$ cat src/rtl/datapath_lsu_pkg.sv
// Shared definitions for the load/store unit: size codes, FSM states, lane-bit helper.
package datapath_lsu_pkg;

    localparam int DW_DEF = 32;
    localparam int AW_DEF = 10;

    localparam logic [1:0] SZ_B = 2'd0;
    localparam logic [1:0] SZ_H = 2'd1;
    localparam logic [1:0] SZ_W = 2'd2;
    localparam logic [1:0] SZ_D = 2'd3;

    typedef logic [1:0] state_t;
    localparam state_t ST_IDLE = 2'd0;
    localparam state_t ST_REQ  = 2'd1;
    localparam state_t ST_DONE = 2'd2;
    localparam state_t ST_ERR  = 2'd3;

    // Number of byte-lane address bits for a given datapath width.
    function automatic int lb(input int dw);
        return (dw == 64) ? 3 : 2;
    endfunction

endpackage

$ cat src/rtl/datapath_lsu_if.sv
// Data-memory bus between the load/store unit (master) and the memory (slave).
interface datapath_lsu_if #(
    parameter int DW = 32,
    parameter int AW = 10
);
    localparam int NB = DW / 8;

    logic          mem_req;
    logic          mem_we;
    logic [AW-1:0] mem_addr;
    logic [NB-1:0] mem_be;
    logic [DW-1:0] mem_wdata;
    logic          mem_ack;
    logic [DW-1:0] mem_rdata;

    modport master (output mem_req, mem_we, mem_addr, mem_be, mem_wdata,
                    input  mem_ack, mem_rdata);
    modport slave  (input  mem_req, mem_we, mem_addr, mem_be, mem_wdata,
                    output mem_ack, mem_rdata);
endinterface

$ cat src/rtl/datapath_lsu_lane_align.sv
// Combinational lane logic: byte enables, store-data replication, load extraction/extension.
module lsu_lane_align
    import datapath_lsu_pkg::*;
#(
    parameter int DW = DW_DEF
) (
    input  logic [1:0]        size,
    input  logic [lb(DW)-1:0] lane,
    input  logic              sgn,
    input  logic [DW-1:0]     wdata,
    input  logic [DW-1:0]     rdata,
    output logic [DW/8-1:0]   be,
    output logic [DW-1:0]     wrep,
    output logic [DW-1:0]     rext
);
    localparam int NB = DW / 8;
    localparam logic [DW-1:0] M8  = DW'(8'hFF);
    localparam logic [DW-1:0] M16 = DW'(16'hFFFF);
    localparam logic [DW-1:0] M32 = DW'(32'hFFFF_FFFF);

    logic [DW-1:0] sh;
    logic [DW-1:0] msk;
    logic          msb;

    assign sh = rdata >> {lane, 3'b000};

    always_comb begin
        be   = '1;
        wrep = wdata;
        msk  = '1;
        msb  = 1'b0;
        case (size)
            SZ_B: begin
                be   = NB'(1) << lane;
                wrep = {NB{wdata[7:0]}};
                msk  = M8;
                msb  = sh[7];
            end
            SZ_H: begin
                be   = NB'(3) << lane;
                wrep = {(DW/16){wdata[15:0]}};
                msk  = M16;
                msb  = sh[15];
            end
            SZ_W: begin
                be   = NB'(15) << lane;
                wrep = {(DW/32){wdata[31:0]}};
                msk  = M32;
                msb  = sh[31];
            end
            default: ;
        endcase
        // A full-width mask leaves the dword pass-through untouched.
        rext = (sgn && msb) ? (sh | ~msk) : (sh & msk);
    end

endmodule

$ cat src/rtl/datapath_lsu.sv
// Load/store unit FSM with req/ack memory handshake and misalignment detection.
// Optional ack watchdog enabled by defining LSU_TIMEOUT_EN.
//
// state   | meaning
// IDLE    | waiting for start; operands latched on acceptance
// REQ     | memory request held until mem_ack (or watchdog expiry)
// DONE    | one-cycle completion pulse
// ERR     | one-cycle completion pulse with misalign, no memory access
module datapath_lsu
    import datapath_lsu_pkg::*;
#(
    parameter int DW      = DW_DEF,
    parameter int AW      = AW_DEF,
    parameter int TIMEOUT = 255
) (
    input  logic          clk,
    input  logic          rst,
    input  logic          start,
    input  logic          we,
    input  logic [1:0]    size,
    input  logic          sgn,
    input  logic [DW-1:0] addr,
    input  logic [DW-1:0] wdata,
    output logic          busy,
    output logic          done,
    output logic          misalign,
    output logic [DW-1:0] rdata,
`ifdef LSU_TIMEOUT_EN
    output logic          timeout,
`endif
    datapath_lsu_if.master mem
);
    localparam int LB = lb(DW);
    localparam int NB = DW / 8;

    state_t           state;
    logic             l_we;
    logic             l_sgn;
    logic [1:0]       l_size;
    logic [AW+LB-1:0] l_addr;
    logic [DW-1:0]    l_wdata;
    logic             legal;
    logic             to_hit;
    logic [NB-1:0]    be;
    logic [DW-1:0]    wrep;
    logic [DW-1:0]    rext;
    logic             unused_addr;

    assign unused_addr = ^addr[DW-1:AW+LB];

    always_comb begin
        legal = 1'b0;
        case (size)
            SZ_B:    legal = 1'b1;
            SZ_H:    legal = ~addr[0];
            SZ_W:    legal = (addr[1:0] == 2'b00);
            default: legal = (DW == 64) && (addr[2:0] == 3'b000);
        endcase
    end

`ifdef LSU_TIMEOUT_EN
    localparam int TW = $clog2(TIMEOUT + 1);
    logic [TW-1:0] tcnt;

    assign to_hit = (state == ST_REQ) && !mem.mem_ack && (tcnt == TW'(TIMEOUT - 1));

    // Cleared outside REQ, so every new request starts counting from zero.
    always_ff @(posedge clk or negedge rst) begin
        if (!rst) begin
            tcnt    <= '0;
            timeout <= 1'b0;
        end else begin
            timeout <= to_hit;
            if (state != ST_REQ)
                tcnt <= '0;
            else if (!mem.mem_ack)
                tcnt <= tcnt + 1'b1;
        end
    end
`else
    assign to_hit = 1'b0;
`endif

    always_ff @(posedge clk or negedge rst) begin
        if (!rst) begin
            state   <= ST_IDLE;
            l_we    <= 1'b0;
            l_sgn   <= 1'b0;
            l_size  <= SZ_B;
            l_addr  <= '0;
            l_wdata <= '0;
            rdata   <= '0;
        end else begin
            case (state)
                ST_IDLE: if (start) begin
                    l_we    <= we;
                    l_sgn   <= sgn;
                    l_size  <= size;
                    l_addr  <= addr[AW+LB-1:0];
                    l_wdata <= wdata;
                    state   <= legal ? ST_REQ : ST_ERR;
                end
                ST_REQ: begin
                    if (mem.mem_ack) begin
                        state <= ST_DONE;
                        if (!l_we)
                            rdata <= rext;
                    end else if (to_hit) begin
                        state <= ST_ERR;
                    end
                end
                ST_DONE, ST_ERR: state <= ST_IDLE;
            endcase
        end
    end

    lsu_lane_align #(.DW(DW)) u_align (
        .size  (l_size),
        .lane  (l_addr[LB-1:0]),
        .sgn   (l_sgn),
        .wdata (l_wdata),
        .rdata (mem.mem_rdata),
        .be    (be),
        .wrep  (wrep),
        .rext  (rext)
    );

    assign busy          = (state != ST_IDLE);
    assign done          = (state == ST_DONE) || (state == ST_ERR);
    assign misalign      = (state == ST_ERR);
    assign mem.mem_req   = (state == ST_REQ);
    assign mem.mem_we    = (state == ST_REQ) && l_we;
    assign mem.mem_be    = (state == ST_REQ) ? be : '0;
    assign mem.mem_addr  = l_addr[AW+LB-1:LB];
    assign mem.mem_wdata = wrep;

endmodule

$ cat src/flat_wrapper.sv
// flat-port wrapper written by rule: the top's interface ports become plain ports
module datapath_lsu_flat import datapath_lsu_pkg::*;
#(
    parameter int DW      = DW_DEF,
    parameter int AW      = AW_DEF,
    parameter int TIMEOUT = 255
)
  (clk, rst, start, we, size, sgn, addr, wdata, busy, done, misalign, rdata, mem_mem_req, mem_mem_we, mem_mem_addr, mem_mem_be, mem_mem_wdata, mem_mem_ack, mem_mem_rdata);
  datapath_lsu_if #(.DW(DW), .AW(AW)) mem_i ();
  input  logic clk;
  input  logic rst;
  input  logic start;
  input  logic we;
  input  logic [1:0] size;
  input  logic sgn;
  input  logic [DW-1:0] addr;
  input  logic [DW-1:0] wdata;
  output logic busy;
  output logic done;
  output logic misalign;
  output logic [DW-1:0] rdata;
  output wire logic [$bits(mem_i.mem_req)-1:0] mem_mem_req;
  output wire logic [$bits(mem_i.mem_we)-1:0] mem_mem_we;
  output wire logic [$bits(mem_i.mem_addr)-1:0] mem_mem_addr;
  output wire logic [$bits(mem_i.mem_be)-1:0] mem_mem_be;
  output wire logic [$bits(mem_i.mem_wdata)-1:0] mem_mem_wdata;
  input wire logic [$bits(mem_i.mem_ack)-1:0] mem_mem_ack;
  input wire logic [$bits(mem_i.mem_rdata)-1:0] mem_mem_rdata;
  assign mem_mem_req = mem_i.mem_req;
  assign mem_mem_we = mem_i.mem_we;
  assign mem_mem_addr = mem_i.mem_addr;
  assign mem_mem_be = mem_i.mem_be;
  assign mem_mem_wdata = mem_i.mem_wdata;
  assign mem_i.mem_ack = mem_mem_ack;
  assign mem_i.mem_rdata = mem_mem_rdata;
  datapath_lsu #(.DW(DW), .AW(AW), .TIMEOUT(TIMEOUT)) u_core (.clk(clk), .rst(rst), .start(start), .we(we), .size(size), .sgn(sgn), .addr(addr), .wdata(wdata), .busy(busy), .done(done), .misalign(misalign), .rdata(rdata), .mem(mem_i));
endmodule
$ cat config.mk
export PLATFORM = sky130hd
export DESIGN_NAME = datapath_lsu_flat
export DESIGN_NICKNAME = d
export VERILOG_FILES = /design/src/rtl/datapath_lsu_pkg.sv /design/src/rtl/datapath_lsu_if.sv /design/src/rtl/datapath_lsu_lane_align.sv /design/src/rtl/datapath_lsu.sv /design/src/flat_wrapper.sv
export SDC_FILE = /design/constraint.sdc
export NUM_CORES = 1
export LEC_CHECK = 0
export ABC_CLOCK_PERIOD_IN_PS = 2580
export CORE_MARGIN = 5
export CORE_UTILIZATION = 29
export CTS_CLUSTER_SIZE = 16
export DETAILED_ROUTE_END_ITERATION = 16
export SYNTH_ARGS = -nofsm -noshare
export SYNTH_HDL_FRONTEND = slang
export SYNTH_SLANG_ARGS = --single-unit
$ cat constraint.sdc
create_clock -name clk -period 2.58 [get_ports clk]
set_input_delay 0.258 -clock clk [delete_from_list [all_inputs] [get_ports clk]]
set_output_delay 0.258 -clock clk [all_outputs]
set_load 0.02 [all_outputs]
Word-level counts from Yosys, hierarchy flattened. Cells that the tools add are included.

Equality and inequality tests: 9. Muxes and demuxes: 11. Shifts and indexed selects: 4. Bitwise gates (word level): 5. Reduce and logical (&&, ||, !) cells: 12.

Operator list (number): one-hot mux 32 bit (2 select lines) (2); AND 32 bit (1); 2-to-1 mux 32 bit (1); NOT 32 bit (1); bitwise OR 32 bit (1); right shift 32 x 5 -> 32 bit (1); one-hot mux 4 bit (3 select lines) (1); equality test 2 bit (second input constant) (4); zero test 2 bit (4); equality test 2 x 1 -> 1 bit (second input constant) (3); 2-to-1 mux 2 bit (3); one-hot mux 1 bit (3 select lines) (2); one-hot mux 2 bit (3 select lines) (1); 2-to-1 mux 4 bit (1); AND reduction 2 bit (2); left shift 1 x 2 -> 4 bit (first input constant) (1); left shift 2 x 2 -> 4 bit (first input constant) (1); left shift 4 x 2 -> 4 bit (first input constant) (1); AND reduction 3 bit (1); logical AND 1 bit (2); != test 2 x 1 -> 1 bit (second input constant) (1); != test 2 bit (second input constant) (1); NOT 1 bit (2); nonzero test 2 bit (1); other kinds (2) (2).

Register bits: 82. Bits of input ports: 104. Word-level logic and storage cells: 48. Output and inout port bits: 83.

Logic depth before layout (Yosys ltp).
Word-level depth: 5. Gate-level depth with buffers: 8. Gate-level depth less buffers: 6.

Cells and area by module. Synthesis repeated with hierarchy kept, for this count alone.

Cell total of the unflattened synthesis: 385. Area total of the unflattened synthesis: 4708.3 µm².

By module, submodules not included: datapath_lsu (sequential area each 2052.0 µm², instances 1, area an instance 3422.0 µm², cells an instance 197); lsu_lane_align (sequential area each 0.0 µm², instances 1, area an instance 1286.2 µm², cells an instance 188).

Least setup slack after synthesis. Ideal clock, no wire load.

Path kind: register -> output. Start: register u_core.l_size[0]. End: output port mem_mem_wdata[17]. Arrival: 1.898 ns. Required time: 2.322 ns. Cell stages (with the launch flop): 7. Path slack: 0.424 ns. Path buffers: 2. Cell sequence: dfrtp_1 > inv_1 > ha_1 > clkbuf_1 > nor2_1 > clkbuf_1 > mux2_2.

Cells in the longest elaborated chain, start to end: 2. Elaborated cells between the ends (all ways): 3. Those cells by class: eq/ne: 1; mux: 1; reduce/logical: 1.

Ends and longest elaborated chain: start, declared (RTL line datapath_lsu.sv:39) `logic [1:0] l_size;`; start signal, assigned (RTL line datapath_lsu.sv:98) `l_size <= size;`; equality test 2 x 1 -> 1 bit / zero test 2 bit (equally long branches) (RTL line datapath_lsu_lane_align.sv:32) `case (size)`; one-hot mux 32 bit (2 select lines) * (RTL line datapath_lsu_lane_align.sv:32); end, declared (RTL line flat_wrapper.sv:26) `output wire logic [$bits(mem_i.mem_wdata)-1:0] mem_mem_wdata;`.

Every way passes the cells marked *; elsewhere a longest branch is shown, timed or not.

Final worst setup path.
Start: register u_core.l_size[1]. End: output port mem_mem_wdata[20].

Same word-level chain as after synthesis.

==> impl_metrics.csv <==
group,metric,value,unit
run_status,status,"finished, final reports clean",
detailed_routing,routed_wl,13000,um
final_layout,fin_cells,689,
yosys,netlist_area,4250,um2
placement,port_buffers,166,
die,core_area,14500,um2
grt,grt_max_degree,46,
power,peakVddDrop,0.000720,V
grt,antenna_found_initial,0,
yosys,ys.flop_type,"dfrtp_1",
setup_path,required,2.32,ns
clocking,cts_max_level,3,
placement,dp.cells,672,
grt,grt_pass1_wl,19600,um
setup_path,path_class,"reg2out",
timing,fin_crit_sh,96.8,%
yosys,synth_cells,354,
grt,grt_overflow_total,0,
yosys,ys_async_sr_fraction,100,%
timing,finalCriticalPeriod,2.50,ns
grt,first_global_vias,3586,
clocking,clk_transition_reported_paths,0.06,ns
die,dieWidth,131,um
setup_path,crit_path_max_fanout,6,
setup_path,path_depth,5,
run,drv_cap,0,
die,row_count,44,
timing,timing.fmax,400,MHz
setup_path,crit_path_max_incr_delay,0.54,ns
final_layout,nets,610,
yosys,syn_nets,464,
yosys,ys_seq_area_share,48.3,%
setup_path,crit_buf_inv,2,
clocking,numCtsBuffers,9,
setup_path,path_delay_family,"buffers and inverters",
timing,hold_viol,0,
detailed_routing,drc,0,
setup_path,worst_setup_path_start_kind,"register",
yosys,yosys_warnings,0,
timing,fin_skew,0.00442,ns
setup_path,r2r_cells,5,
final_layout,nFillCells,1376,
setup_path,regToRegEndpoint,"u_core.rdata[21]$_DFFE_PN0P_",
timing,slew_viol_final,0,
timing,worst_pin_slew,0.967,ns
die,fp.dieArea,17200,um2
detailed_routing,ant_nets,0,
detailed_routing,routedWlPerCell,18.9,um
setup_path,critPathSlowestCell,"clkdlybuf4s50_1",
yosys,synth_edf_count,0,
timing,rsz0062_at_grt,"true",
die,die_h,131,um
yosys,ys_ff_latch,82,
worst_hold_path,hp-class,"in2async",
power,p_total,8880,uW
detailed_routing,vias_per_cell,4.97,
setup_path,cp-end-kind,"primary output",
setup_path,rrSetupSlack,0.41,ns
clocking,root_buffer,"clkbuf_16",
clocking,clock_path_buffers,2,
clocking,cts_tree,"done",
placement,dp_hpwl,9650,um
grt,grt_usage,15.0,%
die,initial_core_util,29.4,%
timing,max_slew_margin,35.0,%
yosys,avgSynthCellArea,12.0,um2
final_layout,drive_gt1_share,24.4,%
final_layout,areaGrowthSynthToFinish,49.8,%
setup_path,r2r-start,"u_core.l_size[1]$_DFFE_PN0P_",
die,io_pins,187,
placement,gp_congestion,0.825,
timing,whs,0.385,ns
setup_path,arrival,2.24,ns
power,power_leakage,0.00273,uW
yosys,yosysUniqueCellTypes,38,
final_layout,n_antenna_cell,0,
setup_path,path_cells,"inv_1, ha_2, or2_4, mux2_2, clkdlybuf4s50_1",
timing,setup_viol,0,
power,power.density,1390,nW/um2
detailed_routing,first_pass_iters,5,
detailed_routing,drtIter0Drc,145,
clocking,cts.sinks,82,
clocking,clkLatencyLatePin,0.34,ns
detailed_routing,vias,3423,
cell usage in the layout (no fill, tap or decap), drive strengths merged, types with 2 or more instances in the layout:
cell	netlist	final
or2	2	2
nand2	28	28
nor2b	9	9
dlygate4sd2	0	7
dlymetal6s2s	0	9
dfrtp	82	82
mux2	70	70
ha	6	6
o2bb2ai	8	8
clkdlybuf4s50	0	149
mux2i	10	10
a21oi	10	10
a22oi	16	16
bufinv	0	3
o21a	4	4
nor2	8	8
clkbuf	9	11
a22o	8	8
and2	2	2
o21ai	5	5
a211oi	8	8
inv	6	6
buf	33	12
a221o	16	16
how the worst max path moves through the flow:
stage                                 start           endpoint  slack (ns)
5_1_grt        u_core.l_size[1]$_DFFE_PN0P_  mem_mem_wdata[20]       -0.02
6_report       u_core.l_size[1]$_DFFE_PN0P_  mem_mem_wdata[20]        0.08
3_3_place_gp   u_core.l_size[0]$_DFFE_PN0P_  mem_mem_wdata[17]        0.30
3_5_place_dp   u_core.l_size[0]$_DFFE_PN0P_  mem_mem_wdata[17]        0.28
4_1_cts        u_core.l_size[1]$_DFFE_PN0P_  mem_mem_wdata[14]       0.006
2_1_floorplan  u_core.l_size[0]$_DFFE_PN0P_  mem_mem_wdata[17]        0.42
worst reg2reg max path, delay by kind of cell, from the launching register on:
family                     cells  cell delay, ns
AOI/OAI and AO/OA              1            0.30
adders and majority gates      1            0.24
buffers and inverters          1            0.13
DFF                            1            0.39
and+or+nand+nor                2            1.05
synthesized netlist by cell type, types with 2 or more instances:
library cell   n  area, um2
buf_6          3       33.8
o2bb2ai_1      8       70.1
ha_1           6       75.1
a22oi_1       16        120
a221o_2       16        180
a22o_1         8       70.1
mux2_2        70        788
mux2i_1       10        100
buf_1          2       7.51
buf_4         21        158
o21a_1         4       30.0
clkbuf_1       9       33.8
a211oi_1       8       60.1
nand2_1       28        105
nor2b_1        9       56.3
o21ai_0        5       25.0
buf_2          7       35.0
dfrtp_1       82       2050
a21oi_1       10       50.1
inv_1          6       22.5
nor2_1         8       30.0
and2_2         2       15.0
final cells by class:
class / count / area [um2] / share of cell area [%]
clock buffer: 11 / 233 / 3.65
clock inverter: 5 / 103 / 1.61
inverter: 6 / 22.5 / 0.354
multi-input combinational: 223 / 1930 / 30.4
sequential: 82 / 2050 / 32.2
tap: 184 / 230 / 3.62
timing repair buffer: 178 / 1790 / 28.2
layer usage:
layer | routed length (um) | GRT usage, % | up-vias
met2 | 5690 | 22.9 | 150
met5 | 0 | 0 | -
met1 | 5400 | 18.6 | 1681
li1 | - | - | 1575
met3 | 1670 | 6.85 | 17
met4 | 249 | 5.87 | 0
kinds of logic (layout without fill, tap and decap cells):
group	Yosys count	after routing	synth area share [%]
simple gates	57	57	6.74
flops	82	82	48.3
fa+ha+maj	6	6	1.77
buf+inv	49	200	7.03
mux	80	80	20.9
compound gates	80	80	15.3
state kept, by name (all words and copies together), names as in the netlist:
name,count
u_core.l_sgn,1
u_core.l_wdata,32
u_core.state,2
u_core.rdata,32
u_core.l_addr,12
u_core.l_we,1
u_core.l_size,2
report_power, final:
part	internal, uW	switching (uW)	total (uW)
Combinational	2550	2510	5060
Clock	945	514	1460
Sequential	1890	469	2360
Total	5380	3500	8880
stage by stage:
stage	TNS (ns)	worst slack [ns]	util [%]	area, um2
after CTS	0	0.00571	43.7	6330
after global placement	0	0.302	41.3	5980
after global routing	-0.0208	-0.0208	44.0	6370
final	0	0.0813	44.0	6370
after detailed placement	0	0.278	41.3	5980
after floorplan	0	0.424	-	4250
what timing repair did:
item	4_1_cts	5_1_grt
endpoints found under the setup margin	16	16
setup buffers	0	0
pin swaps	0	0
gates cloned	0	0
resized for setup	11	12
endpoints found under the hold margin	26	0
hold buffers	1	0
Note: power is estimated with default switching activity, not from simulation.
